--- src/rtl/seg7_pkg.sv ---
// Shared constants for the 2-digit seven-segment scan driver: bus widths and
// segment patterns in {g,f,e,d,c,b,a} order, active-high.
package seg7_pkg;

    localparam int DIGIT_W = 4;
    localparam int SEG_W   = 7;

    localparam logic [SEG_W-1:0] SEG_0     = 7'h3F;
    localparam logic [SEG_W-1:0] SEG_1     = 7'h06;
    localparam logic [SEG_W-1:0] SEG_2     = 7'h5B;
    localparam logic [SEG_W-1:0] SEG_3     = 7'h4F;
    localparam logic [SEG_W-1:0] SEG_4     = 7'h66;
    localparam logic [SEG_W-1:0] SEG_5     = 7'h6D;
    localparam logic [SEG_W-1:0] SEG_6     = 7'h7D;
    localparam logic [SEG_W-1:0] SEG_7     = 7'h07;
    localparam logic [SEG_W-1:0] SEG_8     = 7'h7F;
    localparam logic [SEG_W-1:0] SEG_9     = 7'h6F;
    localparam logic [SEG_W-1:0] SEG_E     = 7'h79;
    localparam logic [SEG_W-1:0] SEG_BLANK = 7'h00;

endpackage

--- src/rtl/bcd_to_seg7.sv ---
// Combinational BCD to seven-segment decoder; codes 10..15 show 'E'.
module bcd_to_seg7
    import seg7_pkg::*;
(
    input  logic [DIGIT_W-1:0] i_digit,
    output logic [SEG_W-1:0]   o_seg
);

    always_comb begin
        o_seg = SEG_E;
        case (i_digit)
            4'd0:    o_seg = SEG_0;
            4'd1:    o_seg = SEG_1;
            4'd2:    o_seg = SEG_2;
            4'd3:    o_seg = SEG_3;
            4'd4:    o_seg = SEG_4;
            4'd5:    o_seg = SEG_5;
            4'd6:    o_seg = SEG_6;
            4'd7:    o_seg = SEG_7;
            4'd8:    o_seg = SEG_8;
            4'd9:    o_seg = SEG_9;
            default: o_seg = SEG_E;
        endcase
    end

endmodule

--- src/rtl/seg7_scan_driver.sv ---
// Latches an MSD/LSD digit pair and time-multiplexes it onto a 2-digit
// common-cathode display with per-slot dead time and leading-zero blanking.
module seg7_scan_driver
    import seg7_pkg::*;
#(
    parameter int PRESCALE = 4,
    parameter int DEAD     = 1
) (
    input  logic               clk,
    input  logic               rst_b,
    input  logic               ld,
    input  logic [DIGIT_W-1:0] msd,
    input  logic [DIGIT_W-1:0] lsd,
    input  logic               blank_lz,
    output logic [1:0]         an,
    output logic [SEG_W-1:0]   seg,
    output logic               frame_tick
);

    localparam int CNT_W = $clog2(PRESCALE);
    localparam logic [CNT_W-1:0] CNT_LAST = CNT_W'(PRESCALE - 1);

    logic [DIGIT_W-1:0] r_msd;
    logic [DIGIT_W-1:0] r_lsd;
    logic [CNT_W-1:0]   r_cnt;
    logic               r_sel;
    logic [1:0]         r_an;
    logic [SEG_W-1:0]   r_seg;
    logic               r_frame_tick;

    logic               w_wrap;
    logic               w_dead;
    logic               w_blank;
    logic [DIGIT_W-1:0] w_digit;
    logic [SEG_W-1:0]   w_seg;

    assign w_wrap  = (r_cnt == CNT_LAST);
    assign w_dead  = (int'({1'b0, r_cnt}) < DEAD);
    assign w_digit = r_sel ? r_lsd : r_msd;
    // Blanking only suppresses segments; the MSD anode still follows the scan.
    assign w_blank = !r_sel && blank_lz && (r_msd == '0);

    bcd_to_seg7 u_dec (
        .i_digit (w_digit),
        .o_seg   (w_seg)
    );

    always_ff @(posedge clk or negedge rst_b) begin
        if (!rst_b) begin
            r_msd <= '0;
            r_lsd <= '0;
        end else if (ld) begin
            r_msd <= msd;
            r_lsd <= lsd;
        end
    end

    always_ff @(posedge clk or negedge rst_b) begin
        if (!rst_b) begin
            r_cnt <= '0;
            r_sel <= 1'b0;
        end else if (w_wrap) begin
            r_cnt <= '0;
            r_sel <= !r_sel;
        end else begin
            r_cnt <= r_cnt + 1'b1;
        end
    end

    // Outputs are computed from the pre-edge slot state, so they lag cnt/sel by one cycle.
    always_ff @(posedge clk or negedge rst_b) begin
        if (!rst_b) begin
            r_an         <= 2'b00;
            r_seg        <= SEG_BLANK;
            r_frame_tick <= 1'b0;
        end else begin
            r_an         <= w_dead ? 2'b00 : (r_sel ? 2'b01 : 2'b10);
            r_seg        <= w_blank ? SEG_BLANK : w_seg;
            r_frame_tick <= r_sel && w_wrap;
        end
    end

    assign an         = r_an;
    assign seg        = r_seg;
    assign frame_tick = r_frame_tick;

endmodule
--- config.mk ---
export PLATFORM = sky130hd
export DESIGN_NAME = seg7_scan_driver
export DESIGN_NICKNAME = d
export VERILOG_FILES = /design/src/rtl/seg7_pkg.sv /design/src/rtl/bcd_to_seg7.sv /design/src/rtl/seg7_scan_driver.sv
export SDC_FILE = /design/constraint.sdc
export NUM_CORES = 1
export LEC_CHECK = 0
export BUFFER_PORTS_ARGS = -buffer_cell sky130_fd_sc_hd__buf_2
export CAP_MARGIN = 5
export CORE_UTILIZATION = 47
export DETAILED_ROUTE_END_ITERATION = 10
export PLACE_DENSITY = 0.74
export SLEW_MARGIN = 20
export SYNTH_ARGS = -nofsm -noshare
export SYNTH_HDL_FRONTEND = slang
export SYNTH_HIERARCHICAL = 1
export SYNTH_SLANG_ARGS = --single-unit
export TNS_END_PERCENT = 20
--- constraint.sdc ---
create_clock -name clk -period 1.6 [get_ports clk]
set_input_delay 0.08 -clock clk [delete_from_list [all_inputs] [get_ports clk]]
set_output_delay 0.08 -clock clk [all_outputs]
set_load 0.01 [all_outputs]
==> results of run 1 <==
-- flip-flops by register name, summed over array words and instances (netlist names) --
signal / count
r_cnt: 2
frame_tick: 1
r_lsd: 4
an: 2
r_sel: 1
seg: 7
r_msd: 4
-- logic make-up after synthesis --
family                     share of synthesized area [%]
buffers and inverters                               3.91
xor gates and xnor gates                           0.856
AOI/OAI and AO/OA                                   11.2
DFF                                                 51.3
muxes                                               13.2
and+or+nand+nor                                     9.66
adders and majority gates                           9.78
-- what timing repair did --
action                     in CTS  in global routing
setup endpoints to repair       6                  6
hold endpoints to repair       25                  1
gates resized for setup         1                  2
hold buffers                    5                  1
buffers inserted                1                  0
-- per-layer routing --
metal,up-vias,routed length [um],GRT usage (%)
li1,346,-,-
met1,322,704,16.7
met2,25,880,31.3
met3,6,74,3.14
met4,0,50,10.3
met5,-,0,0
-- power by group through the flow --
stage | Combinational [mW] | Sequential, mW | Clock [mW]
after detailed placement | 0.255 | 0.608 | 0
after CTS | 0.267 | 0.598 | 0.260
after global routing | 0.294 | 0.602 | 0.280
final | 0.266 | 0.597 | 0.248
after floorplan | 0.145 | 0.623 | 0
after global placement | 0.249 | 0.607 | 0
-- critical path: cells and delay by family (launching register included) --
family	cells	cell delay, ns
multiplexers	1	0.35
AO/OA/AOI/OAI	2	0.25
AND/OR/NAND/NOR	1	0.13
adder cells (fa/ha/maj)	1	0.19
flip-flops	1	0.47
buffers and inverters	1	0.08
-- metrics by stage --
step / utilization [%] / instances
detailed placement: 61.6 / 133
floorplan: - / 80
global placement: 61.6 / 133
global route: 66.6 / 144
CTS: 65.9 / 143
finish: 66.6 / 144
-- layout by cell type, fill, tap and decap left out, types with 2 or more instances in the layout --
master	n
buf_2	21
dfrtp_1	20
mux2_2	10
buf_4	9
ha_1	7
dlygate4sd3_1	6
a21boi_0	5
nor2_1	4
a21o_1	4
inv_1	3
clkbuf_4	3
nand2b_1	3
mux2_4	2
nor2b_1	2
inv_4	2
nand2_1	2
-- final cells by class --
| cell class | count | area, um^2 | share of cell area (%) |
|---|---|---|---|
| timing repair buffer | 36 | 233 | 17.5 |
| inverter | 5 | 23.8 | 1.78 |
| clock buffer | 4 | 26.3 | 1.97 |
| sequential | 21 | 527 | 39.5 |
| multi-input combinational | 51 | 489 | 36.7 |
| tap | 27 | 33.8 | 2.54 |
-- worst paths after layout --
path	endpoint	slack, ns	depth (start not counted)
max in group asynchronous	r_sel$_DFFE_PN0N_	1.00	2
min in group asynchronous	seg[5]$_DFF_PN0_	0.25	2
worst min register to register	r_cnt[0]$_DFF_PN0_	0.47	1
worst max register to register	seg[3]$_DFF_PN0_	0.01	6
worst max-delay path	seg[3]$_DFF_PN0_	0.01	6
worst min-delay path	r_msd[0]$_DFFE_PN0P_	0.01	2
==> impl_metrics.tcl, run 1 <==
set metrics [dict create \
    status "finished clean" \
    antenna_found_initial 0 \
    numClockSinks 21 \
    die_y_um 48.7 \
    stdcell_area_um2 1330 \
    avgRoutedWirePerCell_um 11.9 \
    relSlewSlack_pct 69.0 \
    hold_slack_ns 0.0102 \
    ys.warnings.count 6 \
    fp.dieW_um 48.7 \
    clkPwrFrac_pct 22.3 \
    portBuffers 21 \
    timing.rr.start "r_sel$_DFFE_PN0N_" \
    startpoint_type "register" \
    setup_ws_ns 0.0113 \
    synth_most_common_cell "dfrtp_1" \
    p_seq_share_pct 53.8 \
    synth_edf_count 0 \
    grtUsageTotal_pct 16.7 \
    async_reset_ff_share_pct 100 \
    synth_common_cells "dfrtp_1 (21), mux2_2 (12), ha_1 (8), a21boi_0 (7), inv_1 (5)" \
    power_mw 1.11 \
    switchingPower_uw 293 \
    p_int_uw 819 \
    finalClockSkew_ns 0.00423 \
    netlist_instances 80 \
    diodes 0 \
    place_hpwl_mm 1.23 \
    ys_types 20 \
    period_minus_slack_ns 1.59 \
    dp_slack_ns -0.0158 \
    drt_iter0_markers 2 \
    routed_wl_mm 1.71 \
    p_comb_share_pct 24.0 \
    cts_buffers 3 \
    cp_slowest_stage_delay_ns 0.47 \
    cts-root-buf "clkbuf_4" \
    ys_ff_latch 21 \
    worstMarginPinSlew_ns 0.465 \
    fin_crit_sh_pct 99.3 \
    drv_cap 0 \
    gr-total-overflow 0 \
    die_area_um2 2370 \
    rows 16 \
    drive_gt1_share_pct 46.2 \
    syn-cell-area_um2 1020 \
    yosys_most_used_dff "dfrtp_1" \
    fmax_ghz 0.629 \
    grt_pass1_vias 729 \
    synth_area_leaders "dfrtp_1 (51%), mux2_2 (13%), ha_1 (9.8%)" \
    p_per_area_nw_per_um2 834 \
    swShare_pct 26.3 \
    clk_pin_slew_ns 0.11 \
    core-area_um2 2000 \
    vdd_ir_drop_max_mv 0.438 \
    fill_cells 151 \
    synth_top_area_share_pct 51.3 \
    h-tree-depth 1 \
    vias_per_cell 4.85 \
    yosys.area.top_type "dfrtp_1" \
    p_leak_nw 0.645 \
    worstPathArrival_ns 1.76 \
    ys_seq_area_share_pct 51.3 \
    crit_fanout 5 \
    final_nets 138 \
    vias 699 \
    placed_area_um2 1230 \
    critPathSlowestCell "dfrtp_2" \
    end_kind "register" \
    clockBufferDepth 2 \
    cp.required_ns 1.78 \
    syn-num-nets 100 \
    clock_latency_ns 0.30 \
    drc 0 \
    setup_tns_ns 0 \
    finalSetupViolCount 0 \
    crit_start "r_sel$_DFFE_PN0N_" \
    rsz0062_at_grt "true" \
    crit_type "register to register" \
    hp-start "msd[0]" \
    antenna_left 0 \
    place_congestion 0.748 \
    hp-class "primary input to register" \
    dr.pass1.iters 4 \
    grt_max_degree 22 \
    grt_pass1_wl_mm 2.95 \
    ios 22 \
    slew_viol_final 0 \
    cts_tree "done" \
    hold_viol 0 \
    syn_to_final_growth_pct 30.2 \
    cp_cell_sequence "mux2_4, inv_4, ha_4, nand2b_4, a21o_1, a21boi_1" \
    avgSynthCellArea_um2 12.8 \
    start_util_pct 51.1 \
]
(Power assumes the default switching activity.)
==> run 2: changes to the inputs <==
Settings changed: CORE_MARGIN from default to 3, CTS_CLUSTER_SIZE from default to 25.
==> impl_metrics.tcl, run 2 (synthesis gave the netlist of run 1 again) <==
set metrics [dict create \
    hp-class "primary input to register" \
    vias_per_cell 4.71 \
    gr-total-overflow 0 \
    fp.dieW_um 52.7 \
    vdd_ir_drop_max_mv 0.461 \
    worstPathArrival_ns 1.74 \
    rsz0062_at_grt "true" \
    fin_util_pct 64.4 \
    final_nets 134 \
    crit_type "register to register" \
    worstMarginPinSlew_ns 0.445 \
    dp_slack_ns -0.0386 \
    grtUsageTotal_pct 14.4 \
    syn_to_final_growth_pct 25.9 \
    fill_cells 164 \
    h-tree-depth 1 \
    layoutNonFillerInstCount 140 \
    end_kind "register" \
    finalClockSkew_ns 0.00395 \
    cp.required_ns 1.77 \
    p_leak_nw 0.627 \
    place_inst 133 \
    crit_fanout 5 \
    grt_max_degree 22 \
    place_hpwl_mm 1.32 \
    drc 0 \
    start_util_pct 51.1 \
    drv_cap 0 \
    rows 16 \
    numClockSinks 21 \
    hold_viol 0 \
    regToRegSetupSlack_ns 0.03 \
    die_area_um2 2770 \
    cts_buffers 3 \
    finalSetupViolCount 0 \
    relSlewSlack_pct 70.3 \
    startpoint_type "register" \
    regArea_um2 527 \
    grt_pass1_wl_mm 2.95 \
    cts_tree "done" \
    die_y_um 52.7 \
    grt_pass1_vias 688 \
    core-area_um2 2000 \
    slew_viol_final 0 \
    clock_latency_ns 0.29 \
    drt_iter0_markers 3 \
    p_per_area_nw_per_um2 850 \
    largest_reg_flops 7 \
    fin_crit_sh_pct 98.3 \
    portBuffers 21 \
    period_minus_slack_ns 1.57 \
    antenna_found_initial 0 \
    critPathSlowestCell "dfrtp_2" \
    cts-root-buf "clkbuf_4" \
    mostFrequentLayoutCells "buf_2 (21), dfrtp_1 (20), mux2_2 (10)" \
    cp_slowest_stage_delay_ns 0.46 \
    clockBufferDepth 2 \
    drive_gt1_share_pct 46.9 \
    vias 660 \
    place_congestion 0.759 \
    fmax_ghz 0.636 \
    ios 22 \
    hold_slack_ns 0.0107 \
    routed_wl_mm 1.64 \
    clk_pin_slew_ns 0.11 \
    dr.pass1.iters 2 \
    multi_input_area_um2 485 \
    layout_commonest_cell "buf_2" \
    status "finished clean" \
    setup_ws_ns 0.0266 \
    antenna_left 0 \
    avgRoutedWirePerCell_um 11.7 \
    diodes 0 \
    cp_cell_sequence "mux2_4, inv_4, ha_4, nand2b_4, a21o_1, a21boi_1" \
]
-- run 2: layout make-up --
cell class              instances  area share (%)
flip-flops and latches         21            40.9
clock buffers                   4            2.04
multi-input cells              51            37.7
repair buffers                 32            15.0
well taps                      27            2.62
inverters                       5            1.84
-- run 2: report_power, final --
part	internal (mW)	total, mW	switching, mW
Clock	0.0968	0.242	0.145
Sequential	0.577	0.596	0.0189
Combinational	0.137	0.257	0.120
-- run 2: what timing repair did --
action	4_1_cts	5_1_grt
setup endpoints to repair	3	5
hold endpoints to repair	21	1
hold buffers	1	1
pin swaps	0	0
buffers inserted	1	0
gates resized for setup	1	1
-- run 2: worst max-delay path: cells and delay by family (launching register included) --
kind / cells / cell delay (ns)
compound gates: 2 / 0.25
mux: 1 / 0.34
fa+ha+maj: 1 / 0.20
simple gates: 1 / 0.13
buf+inv: 1 / 0.08
flops: 1 / 0.46
-- run 2: layer usage --
layer | global-route usage (%) | vias to the layer above | routed length [um]
li1 | - | 335 | -
met1 | 17.2 | 306 | 707
met2 | 26.0 | 19 | 833
met3 | 2.85 | 0 | 101
met4 | 3.83 | 0 | 0
met5 | 0 | - | 0
-- run 2: path summary, 6_finish.rpt --
kind                                     from                   end  cells past startpoint
setup / recovery            r_sel$_DFFE_PN0N_      seg[3]$_DFF_PN0_                      6
hold / removal                         lsd[1]  r_lsd[1]$_DFFE_PN0P_                      2
setup reg to reg            r_sel$_DFFE_PN0N_      seg[3]$_DFF_PN0_                      6
hold reg to reg            r_cnt[0]$_DFF_PN0_    r_cnt[0]$_DFF_PN0_                      1
max in group asynchronous               rst_b     r_sel$_DFFE_PN0N_                      2
min in group asynchronous               rst_b      seg[4]$_DFF_PN0_                      2
-- run 2: metrics by stage --
step	setup TNS [ns]	total power [mW]	instance area [um^2]
CTS	0	1.11	1280
finish	0	1.09	1290
detailed placement	-0.0921	0.865	1230
global route	-0.134	1.16	1290
floorplan	0	0.768	1060
global placement	0	0.857	1230
